`src/rtl/tpu_pkg.sv`:
```
// Shared sequencer types and default systolic-array geometry.
// Latency: n/a (types and constants only). Backpressure: n/a.
// Imported by array_seq; no optional features live here.
package tpu_pkg;

    localparam int DEF_ROWS  = 4;
    localparam int DEF_COLS  = 4;
    localparam int DEF_K_MAX = 256;

    typedef enum logic [2:0] {
        IDLE      = 3'd0,
        WAIT_DATA = 3'd1,
        STREAM    = 3'd2,
        DRAIN     = 3'd3,
        DONE      = 3'd4
    } seq_state_t;

endpackage

```
`src/rtl/skew_line.sv`:
```
// 1-bit shift register with taps 0..DEPTH-1; tap i is the input delayed i cycles.
// Latency: tap 0 is combinational, tap i is i cycles. Backpressure: none, always shifts.
// Synchronous active-high reset clears every stage.
module skew_line #(
    parameter int DEPTH = 2
) (
    input  logic             clk,
    input  logic             rst,
    input  logic             din,
    output logic [DEPTH-1:0] taps
);

    generate
        if (DEPTH > 1) begin : g_sr
            logic [DEPTH-2:0] sr;

            always_ff @(posedge clk) begin
                if (rst) begin
                    sr <= '0;
                end else begin
                    sr[0] <= din;
                    for (int i = 1; i < DEPTH - 1; i++) begin
                        sr[i] <= sr[i-1];
                    end
                end
            end

            assign taps = {sr, din};
        end else begin : g_wire
            assign taps = din;
        end
    endgenerate

endmodule

```
`src/rtl/array_seq.sv`:
```
// Systolic-array run sequencer: read-lane skews, per-diagonal valids and psum capture strobes.
// Latency: STREAM begins the cycle after both buffers hold k words; done_o at T0+k+ND+2.
// Backpressure: none once streaming; WAIT_DATA holds until operands are resident. Optional ARRAY_SEQ_PERF_CNT_EN.
module array_seq
    import tpu_pkg::*;
#(
    parameter int  ROWS  = DEF_ROWS,
    parameter int  COLS  = DEF_COLS,
    parameter int  K_MAX = DEF_K_MAX,
    localparam int KW    = $clog2(K_MAX + 1),
    localparam int ND    = ROWS + COLS - 1
) (
    input  logic            clk,
    input  logic            rst,
    input  logic            start_i,
    input  logic [KW-1:0]   k_i,
    input  logic [KW-1:0]   ub_level_i,
    input  logic [KW-1:0]   wf_level_i,
    output logic            busy_o,
    output logic            done_o,
    output logic [COLS-1:0] act_rd_o,
    output logic [ROWS-1:0] wt_rd_o,
    output logic [ND-1:0]   diag_valid_o,
    output logic [ND-1:0]   cap_diag_o
`ifdef ARRAY_SEQ_PERF_CNT_EN
    ,
    output logic [31:0]     busy_cyc_o,
    output logic [31:0]     wait_cyc_o
`endif
);

    // At least three taps so the capture source below always has tap 2.
    localparam int RD_DEPTH = (ND + 1 > 3) ? ND + 1 : 3;
    localparam logic [KW-1:0] K_MAX_W = KW'(K_MAX);

    seq_state_t          state_q, state_d;
    logic [KW-1:0]       k_q;
    logic [KW-1:0]       cnt_q;
    logic [KW-1:0]       k_clamped;
    logic                base_rd;
    logic                last_beat;
    logic                cap_src;
    logic                cap_end;
    logic [RD_DEPTH-1:0] rd_taps;
    logic [ND:0]         cap_taps;

    assign k_clamped = (k_i > K_MAX_W) ? K_MAX_W : k_i;
    assign base_rd   = (state_q == STREAM);
    assign last_beat = base_rd && (cnt_q == k_q - KW'(1));

    always_ff @(posedge clk) begin
        if (rst) begin
            state_q <= IDLE;
        end else begin
            state_q <= state_d;
        end
    end

    always_comb begin
        state_d = state_q;
        case (state_q)
            IDLE: begin
                if (start_i) begin
                    state_d = (k_i == '0) ? DONE : WAIT_DATA;
                end
            end
            WAIT_DATA: begin
                if ((ub_level_i >= k_q) && (wf_level_i >= k_q)) begin
                    state_d = STREAM;
                end
            end
            STREAM: begin
                if (last_beat) begin
                    state_d = DRAIN;
                end
            end
            DRAIN: begin
                if (cap_end) begin
                    state_d = DONE;
                end
            end
            DONE:    state_d = IDLE;
            default: state_d = IDLE;
        endcase
    end

    always_ff @(posedge clk) begin
        if (rst) begin
            k_q <= '0;
        end else if ((state_q == IDLE) && start_i && (k_i != '0)) begin
            k_q <= k_clamped;
        end
    end

    // Beat counter only runs during STREAM; it tops out at k-1 so it never wraps.
    always_ff @(posedge clk) begin
        if (rst || !base_rd) begin
            cnt_q <= '0;
        end else begin
            cnt_q <= cnt_q + KW'(1);
        end
    end

    skew_line #(.DEPTH(RD_DEPTH)) u_rd_skew (
        .clk  (clk),
        .rst  (rst),
        .din  (base_rd),
        .taps (rd_taps)
    );

    // Diagonal 0 valid falls at T0+k+1: that is the single cycle its psum is final.
    assign cap_src = rd_taps[2] & ~rd_taps[1];

    skew_line #(.DEPTH(ND + 1)) u_cap_skew (
        .clk  (clk),
        .rst  (rst),
        .din  (cap_src),
        .taps (cap_taps)
    );

    assign cap_end      = cap_taps[ND];
    assign act_rd_o     = rd_taps[COLS-1:0];
    assign wt_rd_o      = rd_taps[ROWS-1:0];
    assign diag_valid_o = rd_taps[ND:1];
    assign cap_diag_o   = cap_taps[ND-1:0];
    assign busy_o       = (state_q != IDLE);
    assign done_o       = (state_q == DONE);

`ifdef ARRAY_SEQ_PERF_CNT_EN
    always_ff @(posedge clk) begin
        if (rst) begin
            busy_cyc_o <= '0;
            wait_cyc_o <= '0;
        end else begin
            if (busy_o && (busy_cyc_o != '1)) begin
                busy_cyc_o <= busy_cyc_o + 32'd1;
            end
            if ((state_q == WAIT_DATA) && (wait_cyc_o != '1)) begin
                wait_cyc_o <= wait_cyc_o + 32'd1;
            end
        end
    end
`endif

endmodule

```
`config.mk`:
```
export PLATFORM = sky130hd
export DESIGN_NAME = array_seq
export DESIGN_NICKNAME = d
export VERILOG_FILES = /design/src/rtl/tpu_pkg.sv /design/src/rtl/skew_line.sv /design/src/rtl/array_seq.sv
export SDC_FILE = /design/constraint.sdc
export NUM_CORES = 1
export LEC_CHECK = 0
export BUFFER_PORTS_ARGS = -buffer_cell sky130_fd_sc_hd__buf_2
export CAP_MARGIN = 30
export CORE_ASPECT_RATIO = 1.4
export CORE_MARGIN = 1.5
export CORE_UTILIZATION = 52
export CTS_CLUSTER_DIAMETER = 60
export DETAILED_ROUTE_END_ITERATION = 6
export GPL_ROUTABILITY_DRIVEN = 0
export PLACE_DENSITY_LB_ADDON = 0.3
export SYNTH_ARGS = -nofsm -noshare
export SYNTH_HDL_FRONTEND = slang
export SYNTH_HIERARCHICAL = 1
export SYNTH_SLANG_ARGS = --single-unit
```
`constraint.sdc`:
```
create_clock -name clk -period 2.4 [get_ports clk]
set_input_delay 0.12 -clock clk [delete_from_list [all_inputs] [get_ports clk]]
set_output_delay 0.12 -clock clk [all_outputs]
set_load 0.03 [all_outputs]
```
# == Word level (Yosys, flattened, before mapping) ==
# Cells that the tools add are included.
# totals
regBits,35
inputBits,30
out_inout_bits,24
wordCells,39
# classes
addsub,2
order_cmp,3
n_eq_ne,9
mux,7
bitwise,2
n_reduce_logical,11
# op_table
operator,count
9-bit greater-or-equal comparator,2
3-bit 2-to-1 mux,5
3-bit case mux with 4 select lines,1
9-bit by 1-bit adder with 9-bit output (second input constant),1
9-bit == test,1
9-bit greater-than comparator (second input constant),1
9-bit zero test,1
9-bit 2-to-1 mux,1
9-bit nonzero test,1
9-bit by 1-bit subtractor with 9-bit output (second input constant),1
3-bit by 2-bit == test with 1-bit output (second input constant),2
1-bit logical AND,4
2-bit by 1-bit != test with 1-bit output (second input constant),2
2-bit != test (second input constant),2
4-bit AND reduction,1
3-bit by 1-bit == test with 1-bit output (second input constant),1
3-bit == test (second input constant),1
3-bit zero test,1
3-bit nonzero test,1
1-bit bitwise AND,1
1-bit zero test,1
1-bit logical OR,1
1-bit NOT,1

# == Depth between registers and ports, before layout ==
# Gate-level depths: netlist of the first run.
# logic_depth
word_depth,5
mapped_depth,8

# == Cells and area by module ==
# Netlist of the first run, hierarchy kept.
# by_module_without_submodules
module,n_inst,cells_each,area_per_inst_um2,seq_area_each_um2
array_seq,1,207,1662.8,420.4
skew_line,2,15,191.4,140.1

# == Worst setup path after synthesis of the first run ==
# No wires, ideal clock.
# synth_timing
path_kind,reg2reg
start,reg k_q[0]
end,reg state_q[0]
setup_ns,0.127
arrival_ns,1.671
required_ns,2.273
setup_slack_ns,0.601
stages_incl_launch_ff,9
synth_period_minus_slack_ns,1.799
path_cell_list,dfxtp_1 inv_1 ha_1 and2_1 a211o_1 a31oi_1 nor3_2 a31oi_1 nor3b_2
# synth_between
elab_chain_len,5
elab_cells_between_ends,9
classes_between,add/sub (1); order compare (2); eq/ne (3); reduce/logical (3)
# synth_lines
item,line,rtl
start: declaration,array_seq.sv:37,logic [KW-1:0] k_q;
start signal: assignment,array_seq.sv:91,k_q <= k_clamped;
9-bit by 1-bit subtractor with 9-bit output,array_seq.sv:49,assign last_beat = base_rd && (cnt_q == k_q - KW'(1));
9-bit == test,array_seq.sv:49,
1-bit logical AND,array_seq.sv:49,
2-bit by 1-bit != test with 1-bit output (no line),n/a,
4-bit AND reduction (no line) (*),n/a,
end signal: assignment,array_seq.sv:55,state_q <= state_d;
end: declaration,array_seq.sv:36,"seq_state_t state_q, state_d;"
# Mark *: on every way between the ends. The rest lies on a longest branch, timed or not.
# A chain may end at the register's enable or synchronous reset.

# == Worst setup path after layout of the first run ==
# layout_timing
start,reg k_q[4]
end,reg state_q[1]
# The elaborated chain is that of the path after synthesis.

==> flow_summary.json, run 1 <==
{
  "status": "finished clean",
  "synthesis.area_um2": 2050,
  "core-area_um2": 3710,
  "fin_tns_setup_ns": 0,
  "finalInstanceArea_um2": 2390,
  "syn_area_per_cell_um2": 8.63,
  "start_util_pct": 55.2,
  "cp_common_cell": "nor3_1",
  "critPathBufInv": 1,
  "dr.pass1.iters": 4,
  "skew_ns": 0.00776,
  "worst_pin_slew_ns": 0.581,
  "cts_made_buffers": 5,
  "grt_pass1_wl_um": 7380,
  "cts_setup_buffers": 0,
  "cts_buffer_depth": 2,
  "slowest_delay_ns": 0.47,
  "critPathSlowestCell": "dfxtp_1",
  "viasPerCell": 5.49,
  "grt_max_degree": 19,
  "max_slew_margin_pct": 61.0,
  "cts_resized": 0,
  "cts_max_level": 2,
  "routed.top_layer": "met4",
  "routedWlPerCell_um": 13.6,
  "grt_overflow_total": 0,
  "drt_wl_total_um": 4450,
  "track_usage_pct": 21.8,
  "power_density_nw_per_um2": 687,
  "holdBufCountCts": 0,
  "numClockSinks": 35,
  "path_max_fanout": 4,
  "io_pins": 54,
  "synth_seq_cells": 35,
  "cts.clk_slew.worst_paths_ns": 0.07,
  "crit_chain": "inv_1, ha_1, nand4_1, nor3_1, a2111oi_0, o31ai_1, a41oi_1, nor3_1",
  "period_share_pct": 83.3,
  "cap_violations": 0,
  "syn_inst": 237,
  "fmax_mhz": 500,
  "die_w_um": 56.0,
  "hold_ws_ns": 0.133,
  "hpwlAfterDp_um": 3540,
  "stdcell_count": 326,
  "root_buffer": "clkbuf_8",
  "vias": 1789,
  "dieArea_um2": 4320,
  "arrival_ns": 2.18,
  "power.total_mw": 1.64,
  "nFillCells": 342,
  "cp.required_ns": 2.58,
  "yosysWarnings": 6,
  "antenna_cells": 0,
  "ant_nets": 0,
  "cpLargestDelayFamily": "compound AO/OA/AOI/OAI gates",
  "area_growth_pct": 16.8,
  "critPathLaunchType": "register",
  "period_needed_ns": 2.00,
  "dr.first_iter.drc_count": 56,
  "wl_met2_um": 2360,
  "ir_worst_vdd_v": 0.000571,
  "placed_cells": 318,
  "drive_gt1_share_pct": 25.0,
  "grt_pass1_vias": 1734,
  "grt_antenna_before_repair": 0,
  "hp-class": "input port to register",
  "numPortBuffers": 53,
  "async_flop_share_pct": 0,
  "die_h_um": 77.2,
  "hold_viol": 0,
  "maxSlewViolCount": 0,
  "ys_seq_area_share_pct": 34.3,
  "met1Wirelength_um": 1720,
  "setup_viol": 0,
  "leakage_nw": 1.04,
  "synth_edf_count": 0,
  "clkLatencyLatePin_ns": 0.29,
  "final_nets": 333,
  "syn_nets": 287,
  "drcViolationCount": 0,
  "dr_wl_met3_um": 183,
  "synth_cell_types": 43,
  "rsz0062_at_grt": "no",
  "rows": 26,
  "crit_type": "register to register",
  "cp-end-kind": "register",
  "post_dp_cell_area_um2": 2280,
  "cts_tree": "done",
  "synth_ff_type": "dfxtp_1"
}
[per-layer routing]
| layer | global-route usage (%) | vias to the layer above |
|---|---|---|
| met1 | 21.0 | 811 |
| met4 | 13.3 | 0 |
| li1 | - | 908 |
| met5 | 0 | - |
| met2 | 41.1 | 53 |
| met3 | 4.22 | 17 |
[final timing paths]
kind | slack, ns | start | endpoint | cells past startpoint
worst max-delay path | 0.40 | k_q[4]$_SDFFE_PP0P_ | state_q[1]$_SDFFE_PP0P_ | 8
worst min-delay path | 0.13 | start_i | k_q[8]$_SDFFE_PP0P_ | 3
worst max register to register | 0.40 | k_q[4]$_SDFFE_PP0P_ | state_q[1]$_SDFFE_PP0P_ | 8
worst min register to register | 0.46 | u_cap_skew/g_sr.sr[2]$_SDFF_PP0_ | u_cap_skew/g_sr.sr[3]$_SDFF_PP0_ | 1
[sequential cells by signal, indices dropped and copies added (netlist names)]
signal / cells
cnt_q: 9
k_q: 9
state_q: 3
u_rd_skew/g_sr.sr: 7
u_cap_skew/g_sr.sr: 7
[placed cells by master (no fill, tap or decap), types with 2 or more instances in the layout]
master     synthesis  final
nor2b_1           15     15
ha_1              20     20
nor3_1             6      6
nor2_1            25     25
and3_1             3      3
o2111ai_1          2      2
a211o_1            2      2
and2_1             2      2
clkbuf_8           0      5
inv_1             14     14
a211oi_1           2      2
a21oi_1           19     19
nand3_1            9      9
or3_1              2      2
xnor2_1           10     10
nor3_2             3      3
a31oi_1            4      4
nor3b_1            9      9
buf_2              4     53
nand2_1            8      8
nand2b_1           3      3
dfxtp_1           35     35
nand4_1            2      2
o21ai_0            5      5
xor2_1             5      5
[final cells by class]
type | count | area [µm²] | area share [%]
clock buffers | 5 | 68.8 | 2.88
multi-input cells | 172 | 1190 | 50.0
clock inverters | 3 | 43.8 | 1.83
inverters | 15 | 56.3 | 2.36
repair buffers | 54 | 273 | 11.4
flip-flops and latches | 35 | 701 | 29.3
well taps | 42 | 52.6 | 2.20
[through the flow]
stage          setup slack, ns  utilization (%)
2_1_floorplan            0.601                -
3_3_place_gp             0.447             61.4
3_5_place_dp             0.409             61.4
4_1_cts                  0.393             64.4
5_1_grt                  0.248             64.4
6_report                 0.400             64.4
[power by group]
group	switching [mW]	internal (mW)	leakage (nW)	total, mW
registers	0.0477	0.611	0.283	0.659
clock network	0.219	0.309	0.0581	0.528
logic	0.274	0.179	0.701	0.453
[Yosys cell counts, drive strengths merged (3+ instances only)]
master	number	share of area, %
nand2	8	1.5
xor2	5	2.1
nand3	10	2.7
nand2b	3	0.92
nor3	10	3.7
a31oi	4	1.2
a211oi	3	1.3
ha	20	12
o21ai	6	1.5
dfxtp	35	34
inv	15	2.8
xnor2	10	4.3
and3	3	0.92
nor3b	10	3.9
nor2	25	4.6
nor2b	15	4.6
a21oi	19	4.6
buf	13	4.3
[cell families after synthesis]
kind of cell | synth area share (%)
buffers and inverters | 7.40
AO/OA/AOI/OAI | 13.1
adder cells (fa/ha/maj) | 12.2
AND/OR/NAND/NOR | 26.6
flip-flops | 34.3
XOR/XNOR | 6.42
[tightest hold or removal path: cells and delay by family]
family	cells	cell delay, ns
buf+inv	1	0.13
simple gates	1	0.08
compound gates	1	0.05
Note: power is estimated with default switching activity, not from simulation.
==> inputs of run 2 (changes only) <==
==> constraint.sdc (replaced) <==
create_clock -name clk -period 2 [get_ports clk]
set_input_delay 0.1 -clock clk [delete_from_list [all_inputs] [get_ports clk]]
set_output_delay 0.1 -clock clk [all_outputs]
set_load 0.03 [all_outputs]
==> flow_summary.json, run 2 (synthesis results as in run 1) <==
{
  "status": "finished clean",
  "die_w_um": 56.0,
  "core-area_um2": 3710,
  "cts_buffer_depth": 2,
  "power.total_mw": 2.00,
  "placed_cells": 323,
  "io_pins": 54,
  "cts_tree": "done",
  "max_slew_margin_pct": 69.8,
  "holdBufCountCts": 0,
  "skew_ns": 0.00546,
  "final_cell_mix": "buf_2, dfxtp_1, nor2_1",
  "worst_pin_slew_ns": 0.449,
  "period_share_pct": 96.6,
  "critPathLaunchType": "register",
  "cp-end-kind": "register",
  "grt_max_degree": 18,
  "drcViolationCount": 0,
  "cap_violations": 0,
  "crit_type": "register to register",
  "ir_worst_vdd_v": 0.000818,
  "start_util_pct": 55.2,
  "top_regs": "cnt_q: 9 flops, k_q: 9 flops",
  "path_max_fanout": 4,
  "die_h_um": 77.2,
  "setup_viol": 0,
  "post_dp_cell_area_um2": 2310,
  "grt_pass1_wl_um": 7370,
  "final_common_cell": "buf_2",
  "grt_pass1_vias": 1723,
  "dr.first_iter.drc_count": 57,
  "arrival_ns": 2.11,
  "hold_viol": 0,
  "clkLatencyLatePin_ns": 0.29,
  "antenna_cells": 0,
  "nFillCells": 323,
  "cts.clk_slew.worst_paths_ns": 0.07,
  "dieArea_um2": 4320,
  "cts_setup_buffers": 0,
  "root_buffer": "clkbuf_8",
  "rsz0062_at_grt": "no",
  "routedWlPerCell_um": 13.3,
  "vias": 1807,
  "finalInstanceArea_um2": 2430,
  "cts_made_buffers": 5,
  "cp.required_ns": 2.18,
  "fin_tns_setup_ns": 0,
  "hp-class": "input port to register",
  "pre_cts_ws_ns": 0.0509,
  "ant_nets": 0,
  "track_usage_pct": 21.5,
  "viasPerCell": 5.46,
  "numClockSinks": 35,
  "drt_wl_total_um": 4390,
  "rows": 26,
  "maxSlewViolCount": 0,
  "drive_gt1_share_pct": 27.0,
  "grt_overflow_total": 0,
  "period_needed_ns": 1.93,
  "fin_ws_ns": 0.0686,
  "area_growth_pct": 19.0,
  "numPortBuffers": 53,
  "hpwlAfterDp_um": 3440,
  "cts_max_level": 2,
  "power_density_nw_per_um2": 820,
  "grt_antenna_before_repair": 0,
  "dr.pass1.iters": 5,
  "stdcell_count": 331,
  "leakage_nw": 1.07,
  "fmax_mhz": 518,
  "final_nets": 338
}
-- run 2: cell count changes in the layout (fill, tap and decap cells not counted), sizes merged --
cell and change:
buf +5
-- run 2: area by class of cell --
| type | count | area (µm²) | share of cell area [%] |
|---|---|---|---|
| multi-input cells | 172 | 1200 | 49.3 |
| inverters | 15 | 56.3 | 2.31 |
| repair buffers | 59 | 310 | 12.8 |
| well taps | 42 | 52.6 | 2.16 |
| clock buffers | 5 | 68.8 | 2.83 |
| flip-flops and latches | 35 | 702 | 28.8 |
| clock inverters | 3 | 43.8 | 1.80 |
-- run 2: timing repair --
item                       in CTS  in global routing
setup endpoints to repair       2                  2
hold endpoints to repair        0                  0
gates resized for setup         1                  1
-- run 2: final timing paths --
kind / from / to / slack (ns) / cells after the start
hold / removal: start_i / k_q[8]$_SDFFE_PP0P_ / 0.11 / 3
hold reg to reg: u_rd_skew/g_sr.sr[5]$_SDFF_PP0_ / u_rd_skew/g_sr.sr[6]$_SDFF_PP0_ / 0.46 / 1
setup reg to reg: k_q[1]$_SDFFE_PP0P_ / state_q[2]$_SDFFE_PP0P_ / 0.07 / 8
setup / recovery: k_q[1]$_SDFFE_PP0P_ / state_q[2]$_SDFFE_PP0P_ / 0.07 / 8
-- run 2: where the power goes --
| part | total, mW | internal (mW) | switching (mW) |
|---|---|---|---|
| clock | 0.637 | 0.371 | 0.266 |
| combinational | 0.578 | 0.229 | 0.349 |
| sequential | 0.780 | 0.734 | 0.0464 |
-- run 2: metrics by stage --
stage	hold slack, ns	utilization, %
detailed placement	0.422	62.4
floorplan	0.172	-
global route	0.118	65.6
global placement	0.421	62.4
finish	0.115	65.6
CTS	0.107	65.6
-- run 2: layer usage --
metal	share of wire (%)	wire, µm	global-route usage (%)	vias up
met5	0	0	0	-
met4	2.1	91	12.1	0
met3	3.5	155	3.20	8
met2	54	2360	39.4	50
met1	41	1790	22.9	828
li1	-	-	-	921
-- run 2: critical path: stages (launching register included) --
cell     delay (ns)
dfxtp_1        0.37
inv_1          0.09
ha_1           0.22
and2_1         0.19
a211o_1        0.31
a31oi_1        0.22
nor3_2         0.09
a31oi_2        0.25
nor3_2         0.08
==> inputs of run 3 (changes only) <==
--- a/config.mk
+++ b/config.mk
@@ -9,7 +9,7 @@
 export CAP_MARGIN = 30
 export CORE_ASPECT_RATIO = 1.4
 export CORE_MARGIN = 1.5
-export CORE_UTILIZATION = 52
+export CORE_UTILIZATION = 39
 export CTS_CLUSTER_DIAMETER = 60
 export DETAILED_ROUTE_END_ITERATION = 6
 export GPL_ROUTABILITY_DRIVEN = 0
==> flow_summary.json, run 3 (synthesis results as in run 1) <==
{
  "drt_wl_total_um": 4450,
  "max_slew_margin_pct": 74.0,
  "hp-class": "input port to register",
  "numClockSinks": 35,
  "dr.first_iter.drc_count": 55,
  "dieArea_um2": 5700,
  "stdcell_count": 355,
  "drive_gt1_share_pct": 27.7,
  "grt_pass1_vias": 1689,
  "cap_violations": 0,
  "start_util_pct": 40.0,
  "die_w_um": 64.2,
  "cts_made_buffers": 5,
  "grt_pass1_wl_um": 7290,
  "cp-end-kind": "register",
  "path_max_fanout": 4,
  "track_usage_pct": 16.4,
  "final_common_cell": "buf_2",
  "fmax_mhz": 532,
  "cp_common_cell": "nor3_1",
  "numPortBuffers": 53,
  "grt_max_degree": 17,
  "leakage_nw": 1.07,
  "utilization_pct": 48.2,
  "period_needed_ns": 1.88,
  "area_growth_pct": 20.7,
  "core-area_um2": 5120,
  "worst_pin_slew_ns": 0.388,
  "hold_viol": 0,
  "slowest_delay_ns": 0.39,
  "skew_ns": 0.00130,
  "viasPerCell": 5.04,
  "grt_antenna_before_repair": 0,
  "period_share_pct": 94.0,
  "cts.clk_slew.worst_paths_ns": 0.07,
  "ant_nets": 0,
  "critPathSlowestCell": "dfxtp_1",
  "arrival_ns": 2.05,
  "routedWlPerCell_um": 12.5,
  "clkLatencyLatePin_ns": 0.29,
  "drcViolationCount": 0,
  "setup_viol": 0,
  "critPathBufInv": 1,
  "critPathLaunchType": "register",
  "dr.pass1.iters": 4,
  "maxSlewViolCount": 0,
  "hpwlAfterDp_um": 3600,
  "grt_overflow_total": 0,
  "crit_chain": "inv_1, ha_1, a211o_1, nor3_1, o31ai_2, a41oi_1, nor3_1",
  "cpLargestDelayFamily": "compound AO/OA/AOI/OAI gates",
  "hold_ws_ns": 0.126,
  "io_pins": 54,
  "placed_cells": 347,
  "fin_ws_ns": 0.121,
  "cts_tree": "done",
  "cts_buffer_depth": 2,
  "crit_type": "register to register",
  "top_regs": "cnt_q: 9 flops, k_q: 9 flops",
  "rsz0062_at_grt": "no",
  "pre_cts_ws_ns": 0.0911,
  "cp.required_ns": 2.17,
  "vias": 1790,
  "holdBufCountCts": 0,
  "root_buffer": "clkbuf_8",
  "power_density_nw_per_um2": 809,
  "rows": 31,
  "antenna_cells": 0,
  "final_cell_mix": "buf_2, dfxtp_1, nor2_1",
  "status": "finished clean",
  "fin_tns_setup_ns": 0,
  "cts_max_level": 2,
  "die_h_um": 88.7,
  "ir_worst_vdd_v": 0.000527,
  "final_nets": 338
}
==> run 3: cell counts in the layout (fill, tap and decap cells not counted) <==
No cell type changed its count.
==> run 3: routing by layer <==
metal,part of all wire [%],up-vias,global-route usage (%)
li1,-,923,-
met1,40,821,17.6
met2,55,39,31.3
met3,3.5,7,2.42
met4,1.6,0,7.54
met5,0,-,0
==> run 3: layout make-up <==
class / count / area [µm²]
Multi-Input combinational cell: 172 / 1200
Sequential cell: 35 / 703
Clock inverter: 3 / 43.8
Clock buffer: 5 / 68.8
Fill cell: 545 / 2650
Timing Repair Buffer: 59 / 310
Tap cell: 66 / 82.6
Inverter: 15 / 56.3
==> run 3: power by group <==
| part | total (mW) | internal (mW) | switching, mW |
|---|---|---|---|
| Clock | 0.634 | 0.371 | 0.263 |
| Sequential | 0.784 | 0.734 | 0.0495 |
| Combinational | 0.579 | 0.237 | 0.343 |
==> run 3: timing repair <==
item / in CTS / in global routing
hold endpoints to repair: 0 / 0
buffers inserted: 0 / 0
endpoints found under the setup margin: 0 / 3
resized for setup: 0 / 6
==> run 3: metrics by stage <==
| stage | total power [mW] | instance area (µm²) |
|---|---|---|
| after floorplan | 1.23 | 2050 |
| after global placement | 1.36 | 2340 |
| after detailed placement | 1.37 | 2340 |
| after CTS | 2.01 | 2460 |
| after global routing | 2.12 | 2470 |
| final | 2.00 | 2470 |
==> run 3: worst reg2reg max path: stages, from the launching register on <==
cell,delay [ns]
dfxtp_1,0.39
inv_1,0.12
ha_1,0.32
a211o_1,0.28
nor3_1,0.24
o31ai_2,0.12
a41oi_1,0.23
nor3_1,0.06
==> run 3: final timing paths <==
path | start | to | slack, ns | depth (start not counted)
worst max-delay path | k_q[6]$_SDFFE_PP0P_ | state_q[1]$_SDFFE_PP0P_ | 0.12 | 7
worst min-delay path | start_i | k_q[8]$_SDFFE_PP0P_ | 0.13 | 3
worst max register to register | k_q[6]$_SDFFE_PP0P_ | state_q[1]$_SDFFE_PP0P_ | 0.12 | 7
worst min register to register | u_cap_skew/g_sr.sr[4]$_SDFF_PP0_ | u_cap_skew/g_sr.sr[5]$_SDFF_PP0_ | 0.47 | 1
